**src/rtl/awg_pkg.sv**
```systemverilog
// Shared types and widths for the triangle/DAC waveform generator sequencer.
package awg_pkg;

    localparam int FREQ_W = 14;
    localparam int AMP_W  = 8;
    localparam int PH_W   = 8;
    localparam int BLEN_W = 16;

    typedef enum logic [1:0] {
        IDLE,
        ARM,
        RUN,
        STOP
    } state_t;

    typedef struct packed {
        logic [FREQ_W-1:0] freq;
        logic [AMP_W-1:0]  amp;
        logic [PH_W-1:0]   phase;
    } cfg_t;

endpackage

```
**src/rtl/wave_seq_ctrl_if.sv**
```systemverilog
// Configuration handshake, run control and generator-facing outputs of wave_seq_ctrl.
interface wave_seq_ctrl_if
    import awg_pkg::*;
#(
    parameter int CNT_W = 14
);

    logic              cfg_valid;
    logic              cfg_ready;
    logic [FREQ_W-1:0] cfg_freq;
    logic [AMP_W-1:0]  cfg_amp;
    logic [PH_W-1:0]   cfg_phase;
    logic              run;
    logic [BLEN_W-1:0] burst_len;
    logic              en;
    logic [CNT_W-1:0]  cnt;
    logic [FREQ_W-1:0] state_freq;
    logic [AMP_W-1:0]  state_amp;
    logic [PH_W-1:0]   state_phase;
    logic              busy;
    logic              done;

    modport master (
        output cfg_valid, cfg_freq, cfg_amp, cfg_phase, run, burst_len,
        input  cfg_ready, en, cnt, state_freq, state_amp, state_phase, busy, done
    );

    modport slave (
        input  cfg_valid, cfg_freq, cfg_amp, cfg_phase, run, burst_len,
        output cfg_ready, en, cnt, state_freq, state_amp, state_phase, busy, done
    );

endinterface

```
**src/rtl/phase_acc.sv**
```systemverilog
// Phase accumulator: adds the frequency word every stepped cycle and flags the carry-out
// as the period boundary. Only the top CNT_W bits leave the block.
module phase_acc
    import awg_pkg::*;
#(
    parameter int ACC_W = 24,
    parameter int CNT_W = 14
) (
    input  logic              clk,
    input  logic              rst_n,
    input  logic              i_clear,
    input  logic              i_step,
    input  logic [FREQ_W-1:0] i_inc,
    output logic [CNT_W-1:0]  o_accTop,
    output logic              o_wrap
);

    logic [ACC_W-1:0] r_acc;
    logic [ACC_W:0]   w_sum;

    assign w_sum    = {1'b0, r_acc} + {{(ACC_W + 1 - FREQ_W){1'b0}}, i_inc};
    assign o_wrap   = w_sum[ACC_W];
    assign o_accTop = r_acc[ACC_W-1 -: CNT_W];

    always_ff @(posedge clk or negedge rst_n) begin
        if (!rst_n) begin
            r_acc <= '0;
        end else if (i_clear) begin
            r_acc <= '0;
        end else if (i_step) begin
            r_acc <= w_sum[ACC_W-1:0];
        end
    end

endmodule

```
**src/rtl/wave_seq_ctrl.sv**
```systemverilog
// Sequencer for the waveform generator: run/burst FSM, active and pending configuration,
// and the phase-offset counter output. New settings only take effect on period boundaries.
module wave_seq_ctrl
    import awg_pkg::*;
#(
    parameter int ACC_W = 24,
    parameter int CNT_W = 14
) (
    input  logic            clk,
    input  logic            rst_n,
    wave_seq_ctrl_if.slave  bus
);

    state_t            r_state;
    state_t            w_next;
    cfg_t              r_cfg;
    cfg_t              r_pend;
    logic              r_pendValid;
    logic [BLEN_W-1:0] r_periods;
    logic [BLEN_W-1:0] r_blen;
    cfg_t              w_cfgIn;
    logic              w_accept;
    logic              w_carry;
    logic              w_wrap;
    logic              w_burstEnd;
    logic [CNT_W-1:0]  w_accTop;
    logic [CNT_W-1:0]  w_phOff;

    phase_acc #(
        .ACC_W (ACC_W),
        .CNT_W (CNT_W)
    ) u_phase_acc (
        .clk      (clk),
        .rst_n    (rst_n),
        .i_clear  (r_state != RUN),
        .i_step   (r_state == RUN),
        .i_inc    (r_cfg.freq),
        .o_accTop (w_accTop),
        .o_wrap   (w_carry)
    );

    assign w_cfgIn    = {bus.cfg_freq, bus.cfg_amp, bus.cfg_phase};
    assign w_accept   = bus.cfg_valid && bus.cfg_ready;
    assign w_wrap     = w_carry && (r_state == RUN);
    assign w_burstEnd = (r_blen != '0) && ((r_periods + BLEN_W'(1)) == r_blen);
    assign w_phOff    = {r_cfg.phase, {(CNT_W - PH_W){1'b0}}};

    // Ready reads low during reset and while a run-time update waits for its boundary
    assign bus.cfg_ready   = rst_n && !r_pendValid;
    assign bus.en          = (r_state == RUN);
    assign bus.busy        = (r_state != IDLE);
    assign bus.done        = (r_state == STOP);
    assign bus.cnt         = (r_state == RUN) ? (w_accTop + w_phOff) : '0;
    assign bus.state_freq  = r_cfg.freq;
    assign bus.state_amp   = r_cfg.amp;
    assign bus.state_phase = r_cfg.phase;

    always_ff @(posedge clk or negedge rst_n) begin
        if (!rst_n) begin
            r_state <= IDLE;
        end else begin
            r_state <= w_next;
        end
    end

    // A zero frequency never wraps, so a stop request is honoured at once in that case
    always_comb begin
        w_next = r_state;
        case (r_state)
            IDLE: if (bus.run) w_next = ARM;
            ARM:  w_next = RUN;
            RUN: begin
                if (!bus.run && (r_cfg.freq == '0)) begin
                    w_next = STOP;
                end else if (w_wrap && (!bus.run || w_burstEnd)) begin
                    w_next = STOP;
                end
            end
            STOP: w_next = IDLE;
            default: w_next = IDLE;
        endcase
    end

    always_ff @(posedge clk or negedge rst_n) begin
        if (!rst_n) begin
            r_periods <= '0;
            r_blen    <= '0;
        end else if (r_state == ARM) begin
            r_periods <= '0;
            r_blen    <= bus.burst_len;
        end else if (w_wrap) begin
            r_periods <= r_periods + BLEN_W'(1);
        end
    end

    // Acceptance requires an empty pending slot, so promotion and capture never collide
    always_ff @(posedge clk or negedge rst_n) begin
        if (!rst_n) begin
            r_cfg       <= '0;
            r_pend      <= '0;
            r_pendValid <= 1'b0;
        end else begin
            if (r_pendValid && (w_wrap || (r_state == STOP) || (r_state == ARM))) begin
                r_cfg       <= r_pend;
                r_pendValid <= 1'b0;
            end
            if (w_accept) begin
                if (r_state == RUN) begin
                    r_pend      <= w_cfgIn;
                    r_pendValid <= 1'b1;
                end else begin
                    r_cfg <= w_cfgIn;
                end
            end
        end
    end

endmodule

```
**src/flat_wrapper.sv**
```systemverilog
// flat-port wrapper written by rule: the top's interface ports become plain ports
module wave_seq_ctrl_flat import awg_pkg::*;
#(
    parameter int ACC_W = 24,
    parameter int CNT_W = 14
)
  (clk, rst_n, bus_cfg_valid, bus_cfg_freq, bus_cfg_amp, bus_cfg_phase, bus_run, bus_burst_len, bus_cfg_ready, bus_en, bus_cnt, bus_state_freq, bus_state_amp, bus_state_phase, bus_busy, bus_done);
  wave_seq_ctrl_if #(.CNT_W(CNT_W)) bus_i ();
  input  logic clk;
  input  logic rst_n;
  input wire logic [$bits(bus_i.cfg_valid)-1:0] bus_cfg_valid;
  input wire logic [$bits(bus_i.cfg_freq)-1:0] bus_cfg_freq;
  input wire logic [$bits(bus_i.cfg_amp)-1:0] bus_cfg_amp;
  input wire logic [$bits(bus_i.cfg_phase)-1:0] bus_cfg_phase;
  input wire logic [$bits(bus_i.run)-1:0] bus_run;
  input wire logic [$bits(bus_i.burst_len)-1:0] bus_burst_len;
  output wire logic [$bits(bus_i.cfg_ready)-1:0] bus_cfg_ready;
  output wire logic [$bits(bus_i.en)-1:0] bus_en;
  output wire logic [$bits(bus_i.cnt)-1:0] bus_cnt;
  output wire logic [$bits(bus_i.state_freq)-1:0] bus_state_freq;
  output wire logic [$bits(bus_i.state_amp)-1:0] bus_state_amp;
  output wire logic [$bits(bus_i.state_phase)-1:0] bus_state_phase;
  output wire logic [$bits(bus_i.busy)-1:0] bus_busy;
  output wire logic [$bits(bus_i.done)-1:0] bus_done;
  assign bus_i.cfg_valid = bus_cfg_valid;
  assign bus_i.cfg_freq = bus_cfg_freq;
  assign bus_i.cfg_amp = bus_cfg_amp;
  assign bus_i.cfg_phase = bus_cfg_phase;
  assign bus_i.run = bus_run;
  assign bus_i.burst_len = bus_burst_len;
  assign bus_cfg_ready = bus_i.cfg_ready;
  assign bus_en = bus_i.en;
  assign bus_cnt = bus_i.cnt;
  assign bus_state_freq = bus_i.state_freq;
  assign bus_state_amp = bus_i.state_amp;
  assign bus_state_phase = bus_i.state_phase;
  assign bus_busy = bus_i.busy;
  assign bus_done = bus_i.done;
  wave_seq_ctrl #(.ACC_W(ACC_W), .CNT_W(CNT_W)) u_core (.clk(clk), .rst_n(rst_n), .bus(bus_i));
endmodule
```
**config.mk**
```make
export PLATFORM = sky130hd
export DESIGN_NAME = wave_seq_ctrl_flat
export DESIGN_NICKNAME = d
export VERILOG_FILES = /design/src/rtl/awg_pkg.sv /design/src/rtl/wave_seq_ctrl_if.sv /design/src/rtl/phase_acc.sv /design/src/rtl/wave_seq_ctrl.sv /design/src/flat_wrapper.sv
export SDC_FILE = /design/constraint.sdc
export NUM_CORES = 1
export LEC_CHECK = 0
export ABC_AREA = 0
export CAP_MARGIN = 20
export CORE_ASPECT_RATIO = 0.6
export CORE_MARGIN = 4
export CORE_UTILIZATION = 40
export CTS_BUF_LIST = sky130_fd_sc_hd__clkbuf_8
export CTS_CLUSTER_SIZE = 14
export DETAILED_ROUTE_END_ITERATION = 16
export PLACE_DENSITY = 0.61
export REMOVE_ABC_BUFFERS = 1
export SKIP_LAST_GASP = 1
export SYNTH_ARGS = -nofsm -noshare
export SYNTH_HDL_FRONTEND = slang
export SYNTH_HIERARCHICAL = 1
export SYNTH_SLANG_ARGS = --single-unit
```
**constraint.sdc**
```tcl
create_clock -name clk -period 3.2 [get_ports clk]
set_input_delay 0.48 -clock clk [delete_from_list [all_inputs] [get_ports clk]]
set_output_delay 0.48 -clock clk [all_outputs]
set_load 0.01 [all_outputs]
```
==> results of run 1 <==
[metal layers]
metal  vias up  wire (um)  global-route usage (%)
met4         0        248                    4.69
met2       176       6930                    25.3
met1      2605       9390                    29.9
met5         -          0                       0
li1       2570          -                       -
met3        27       1090                    4.05
[repair_timing]
item,4_1_cts,5_1_grt
gates cloned,1,1
resized for setup,9,22
pin swaps,4,11
endpoints found under the setup margin,8,34
setup buffers,4,5
[how the worst max path moves through the flow]
| stage | to | slack [ns] | cells past startpoint |
|---|---|---|---|
| 2_1_floorplan | u_core/bus.state_amp[0]$_DFF_PN0_ | -2.96 | 12 |
| 3_3_place_gp | u_core/r_state[1]$_DFFE_PN0P_ | 0.11 | 14 |
| 3_5_place_dp | u_core/r_state[1]$_DFFE_PN0P_ | -0.01 | 14 |
| 4_1_cts | u_core/bus.state_freq[11]$_DFF_PN0_ | -0.01 | 14 |
| 5_1_grt | u_core/r_state[1]$_DFFE_PN0P_ | -0.05 | 15 |
| 6_report | u_core/bus.state_amp[7]$_DFF_PN0_ | 0.1 | 14 |
[cell families after synthesis]
| logic type | count (synthesis) | synth area share, % |
|---|---|---|
| buffers and inverters | 52 | 3.76 |
| AOI/OAI and AO/OA | 125 | 12.2 |
| muxes | 84 | 13.2 |
| DFF | 119 | 43.7 |
| and+or+nand+nor | 204 | 15.3 |
| adders and majority gates | 30 | 5.69 |
| xor gates and xnor gates | 48 | 6.17 |
[area by class of cell]
cell class / instances / share of cell area, %
clock inverters: 14 / 1.56
flip-flops and latches: 119 / 34.5
clock buffers: 18 / 2.87
well taps: 228 / 3.30
repair buffers: 127 / 14.9
multi-input cells: 491 / 42.2
inverters: 14 / 0.608
[worst register-to-register path, stage by stage (launching register included)]
cell and delay, ns:
dfrtp_1 0.39, ha_2 0.20, inv_2 0.05, fa_2 0.22, nor2b_4 0.05, o31a_1 0.32, o21a_4 0.23, a2111oi_4 0.39
nor3_2 0.11, and2_4 0.19, o31ai_4 0.21, buf_6 0.18, buf_12 0.15, mux2i_1 0.18, o21ai_0 0.10
[sequential cells by signal (all words and copies together), names as in the netlist]
name                      count
u_core/r_state                2
u_core/r_periods             16
u_core/r_blen                16
u_core/bus.state_phase        8
u_core/bus.state_amp          8
u_core/u_phase_acc/r_acc     24
u_core/bus.state_freq        14
u_core/r_pendValid            1
u_core/r_pend                30
[cells in the mapped netlist, types with 12 or more instances]
library cell	number
a21oi_1	29
buf_4	15
clkbuf_1	14
dfrtp_1	119
ha_1	27
inv_1	13
mux2_2	46
mux2i_1	37
nand2_1	60
nand3_1	15
nor2_1	46
o21ai_0	52
or3_1	12
xnor2_1	34
xor2_1	14
[power breakdown]
| group | switching, mW | internal, mW |
|---|---|---|
| Clock | 0.624 | 0.703 |
| Combinational | 1.47 | 1.62 |
| Sequential | 0.489 | 2.04 |
| Total | 2.58 | 4.36 |
[through the flow]
step	hold slack (ns)	instance area, um^2	setup slack [ns]	util, %	total power, mW
2_1_floorplan	0.184	6620	-2.96	-	4.25
3_3_place_gp	0.485	8080	0.109	49.0	5.41
3_5_place_dp	0.493	8080	-0.0128	49.0	5.52
4_1_cts	0.222	8540	-0.0134	51.8	6.92
5_1_grt	0.168	8640	-0.0484	52.4	7.44
6_report	0.124	8640	0.0991	52.4	6.94
==> flow_summary.yaml, run 1 <==
sta:
  setup_viol: 0
  min_period_ns: 3.10
  min_period_over_period_pct: 96.9
  slew_headroom_pct: 53.4
  setup_tns_ns: 0
  finalHoldViolCount: 0
  finalMaxSlewViolations: 0
  rsz0062_at_grt: "true"
  fmax_mhz: 322
  fin_skew_ns: 0.0144
  worstMarginPinSlew_ns: 0.699
floorplanning:
  ios: 98
  rows: 36
  core-area_um2: 16500
  die_area_um2: 19300
  start_util_pct: 41.4
  die_w_um: 177
  die_h_um: 109
detailed_routing:
  drc: 0
  routed_via_density: 5.32
  drt_iter0_drc: 421
  wl_per_cell_um: 17.5
  first_pass_iters: 4
  wl_um: 17700
  ant_nets: 0
  routed-via-count: 5378
place:
  gp_congestion: 0.973
  placed_cells: 968
  dp_hpwl_um: 12500
  portBuffers: 97
yosys:
  yosysSeqAreaShare_pct: 43.7
  synth_edf_count: 0
  yosys_warnings: 6
  async_flop_share_pct: 100
  ys_top_cells_by_area: "dfrtp_1 44%, mux2_2 7.6%, mux2i_1 5.4%"
  synth_cells: 662
  syn_area_per_cell_um2: 10.3
  synth_seq_cells: 119
  synthDistinctLibCells: 63
  synth_top_area_share_pct: 43.7
  yosysTopAreaCell: "dfrtp_1"
  synth_ff_type: "dfrtp_1"
  syn_area_um2: 6820
worst_setup_path:
  end_kind: "flop"
  cp.arrival_ns: 3.38
  regToRegStartpoint: "u_core/u_phase_acc/r_acc[0]$_DFFE_PN0P_"
  r2r-end: "u_core/bus.state_amp[7]$_DFF_PN0_"
  crit_path_start_kind: "flop"
  worstPathRequired_ns: 3.48
  critPathMaxStageDelay_ns: 0.39
  cp_max_fo: 8
  cp_cell_sequence: "ha_2 -> inv_2 -> fa_2 -> nor2b_4 -> o31a_1 -> o21a_4 -> a2111oi_4 -> nor3_2 -> and2_4 -> o31ai_4 -> buf_6 -> buf_12 -> mux2i_1 -> o21ai_0"
  path_buf_inv: 3
  slowest_stage: "dfrtp_1"
  crit_start: "u_core/u_phase_acc/r_acc[0]$_DFFE_PN0P_"
  worstRegToRegCells: 14
  rrSetupSlack_ns: 0.1
  setup.worst_path.class: "reg -> reg"
  cpLargestDelayFamily: "compound AO/OA/AOI/OAI gates"
grt:
  grt_pass1_vias: 5305
  antenna_found_initial: 0
  grt.total_usage_pct: 18.7
  grt-ovfl-total: 0
  grt_pass1_wl_um: 28500
  grt_start_max_net_pins: 120
pwr:
  cellLeakagePower_nw: 3.80
  powerDensity_nw_per_um2: 804
  peakVddDrop_v: 0.000374
cells_and_area:
  seq_area_um2: 2980
  drive_above_1_share_pct: 18.6
  fill_cells: 1472
  nNetsFinal: 849
  multi_input_area_um2: 3650
  stdcell_count: 1011
  antennaDiodeCount: 0
  final_cell_mix: "116 x dfrtp_1, 92 x clkdlybuf4s50_1, 60 x nand2_1, 46 x nor2_1, 46 x mux2_2"
  final_common_cell: "dfrtp_1"
  area_growth_syn_to_layout_pct: 26.7
cts:
  numCtsBuffers: 17
  clk_latency_ns: 0.43
  ctsHoldBuffers: 0
  cts_buffer_depth: 2
  cts_root_buf: "clkbuf_8"
  cts_tree: "yes"
  path_clk_slew_ns: 0.07
  cts_max_level: 4
  cts_sinks: 119
status:
  outcome: "finished, final reports clean"
hold_path:
  hold_class: "in -> async"
job:
  maxCapViolCount: 0
(Power assumes the default switching activity.)
==> run 2: changes to the inputs <==
DONT_BUFFER_PORTS = 1   (was unset)
PLACE_DENSITY = 0.51   (was 0.61)
clock period = 3.4 ns   (was 3.2 ns; I/O delays follow)
==> flow_summary.yaml, run 2 (same netlist as run 1, synthesis figures left out) <==
worst_setup_path:
  cp_cell_sequence: "ha_1 -> nor2b_4 -> o31a_1 -> o21a_4 -> a2111oi_4 -> nor3_2 -> and2_1 -> o31ai_4 -> buf_4 -> clkbuf_16 -> mux2i_1 -> o21ai_0"
  regToRegStartpoint: "u_core/bus.state_freq[2]$_DFF_PN0_"
  crit_path_end: "u_core/bus.state_freq[0]$_DFF_PN0_"
  slowest_stage: "dfrtp_1"
  crit_path_start_kind: "flop"
  cpLargestDelayFamily: "compound AO/OA/AOI/OAI gates"
  setup.worst_path.class: "reg -> reg"
  cp.arrival_ns: 3.51
  path_buf_inv: 2
  worstRegToRegCells: 12
  crit_start: "u_core/bus.state_freq[2]$_DFF_PN0_"
  critPathMaxStageDelay_ns: 0.46
  rrSetupSlack_ns: 0.19
  worstSetupPathDepth: 12
  end_kind: "flop"
  r2r-end: "u_core/bus.state_freq[0]$_DFF_PN0_"
  worstPathRequired_ns: 3.70
  cp_max_fo: 15
sta:
  fin_skew_ns: 0.0115
  setup_viol: 0
  hold_slack_ns: 0.00618
  finalMaxSlewViolations: 0
  min_period_over_period_pct: 94.5
  slew_headroom_pct: 35.0
  min_period_ns: 3.21
  finalHoldViolCount: 0
  rsz0062_at_grt: "false"
  worstMarginPinSlew_ns: 0.974
  fmax_mhz: 311
grt:
  use_met3_pct: 6.65
  antenna_found_initial: 0
  grt_pass1_wl_um: 27200
  met2_usage_pct: 25.1
  grt_util_met1_pct: 27.5
  grt_start_max_net_pins: 120
  grt_pass1_vias: 4806
  grt.total_usage_pct: 18.3
  top_usage_layer: "met1"
  grt-ovfl-total: 0
status:
  outcome: "finished, final reports clean"
cells_and_area:
  final_cell_mix: "119 x dfrtp_1, 60 x nand2_1, 52 x o21ai_0, 46 x nor2_1, 46 x mux2_2"
  fill_cells: 1581
  largest-register: "u_core/r_pend"
  reg_top3: "u_core/r_pend x30, u_core/u_phase_acc/r_acc x24"
  final_common_cell: "dfrtp_1"
  seq_area_um2: 2980
  multi_input_area_um2: 3610
  nNetsFinal: 743
  drive_above_1_share_pct: 18.2
  area_growth_syn_to_layout_pct: 12.0
  largest_reg_flops: 30
cts:
  clk_latency_ns: 0.43
  cts_max_level: 4
  cts_tree: "yes"
  numCtsBuffers: 17
  path_clk_slew_ns: 0.07
  cts_root_buf: "clkbuf_8"
  cts_sinks: 119
  cts_buffer_depth: 2
detailed_routing:
  drt_iter0_drc: 358
  first_pass_iters: 4
  ant_nets: 0
  wl_per_cell_um: 19.2
  wl_um: 17400
  routed_via_density: 5.42
  drc: 0
  routed-via-count: 4910
pwr:
  total_power_mw: 6.31
  peakVddDrop_v: 0.000315
  cellLeakagePower_nw: 3.40
  powerDensity_nw_per_um2: 826
job:
  maxCapViolCount: 0
floorplanning:
  die_area_um2: 19300
  start_util_pct: 41.4
  rows: 36
  core-area_um2: 16500
  ios: 98
  die_w_um: 177
  die_h_um: 109
place:
  gp_congestion: 0.845
  portBuffers: 0
  dp_hpwl_um: 12300
hold_path:
  hold_class: "in -> async"
[run 2: changes by cell type in the layout (fill, tap and decap cells not counted), moves of 4 or more]
cell             previous run  this run
a21oi_1                    25        29
a21oi_2                     4         0
buf_4                      23        17
bufinv_16                   2         6
clkdlybuf4s50_1            92         0
clkinv_2                    4         0
o21ai_0                    45        52
o21ai_1                     6         0
[run 2: timing repair]
action | CTS | global route
endpoints found under the setup margin | 1 | 17
hold endpoints to repair | 119 | 0
pin swaps | 0 | 3
buffers inserted | 0 | 1
gates cloned | 0 | 2
hold buffers | 1 | 0
resized for setup | 1 | 1
[run 2: area by class of cell]
type | instances | share of cell area [%]
Sequential cell | 119 | 39.0
Antenna cell | 1 | 0.0328
Clock buffer | 17 | 3.06
Timing Repair Buffer | 21 | 2.95
Clock inverter | 15 | 3.28
Tap cell | 228 | 3.73
Multi-Input combinational cell | 491 | 47.3
Inverter | 14 | 0.688
[run 2: report_power, final]
part | leakage, nW | switching [mW] | internal (mW) | total [mW]
Combinational | 1.65 | 1.20 | 1.08 | 2.28
Sequential | 1.52 | 0.542 | 1.92 | 2.46
Clock | 0.234 | 0.617 | 0.951 | 1.57
Total | 3.40 | 2.36 | 3.95 | 6.31
[run 2: per-layer routing]
metal / part of all wire (%) / routed length, um / up-vias
met3: 7.9 / 1370 / 8
met5: 0 / 0 / -
met4: 0.58 / 101 / 0
li1: - / - / 2346
met1: 52 / 9010 / 2419
met2: 40 / 6940 / 137
[run 2: stage by stage]
stage | setup slack, ns | instance area (um^2) | TNS (ns) | instances | util (%)
floorplan | -2.76 | 6620 | -82.93 | 624 | -
global placement | 0.165 | 7060 | 0 | 869 | 42.8
detailed placement | 0.00705 | 7060 | 0 | 869 | 42.8
CTS | 0.124 | 7580 | 0 | 902 | 46.0
global route | 0.0402 | 7640 | 0 | 905 | 46.3
finish | 0.187 | 7640 | 0 | 906 | 46.3
[run 2: worst min-delay path by stage]
stage | start | endpoint | slack (ns) | cells after the start
floorplan | rst_n | u_core/bus.state_amp[0]$_DFF_PN0_ | 0.21 | 0
global route | rst_n | u_core/r_state[0]$_DFFE_PN0P_ | 0.04 | 1
finish | rst_n | u_core/r_pend[17]$_DFFE_PN0P_ | 0.006 | 1
detailed placement | rst_n | u_core/r_blen[14]$_DFFE_PN0P_ | 0.22 | 0
CTS | rst_n | u_core/r_pend[21]$_DFFE_PN0P_ | 0.05 | 1
global placement | rst_n | u_core/r_blen[15]$_DFFE_PN0P_ | 0.22 | 0
[run 2: worst reg2reg max path, delay by kind of cell (launching register included)]
family          cells  cell delay (ns)
buf+inv             2             0.40
compound gates      5             1.15
simple gates        3             0.47
mux                 1             0.22
flops               1             0.46
fa+ha+maj           1             0.38
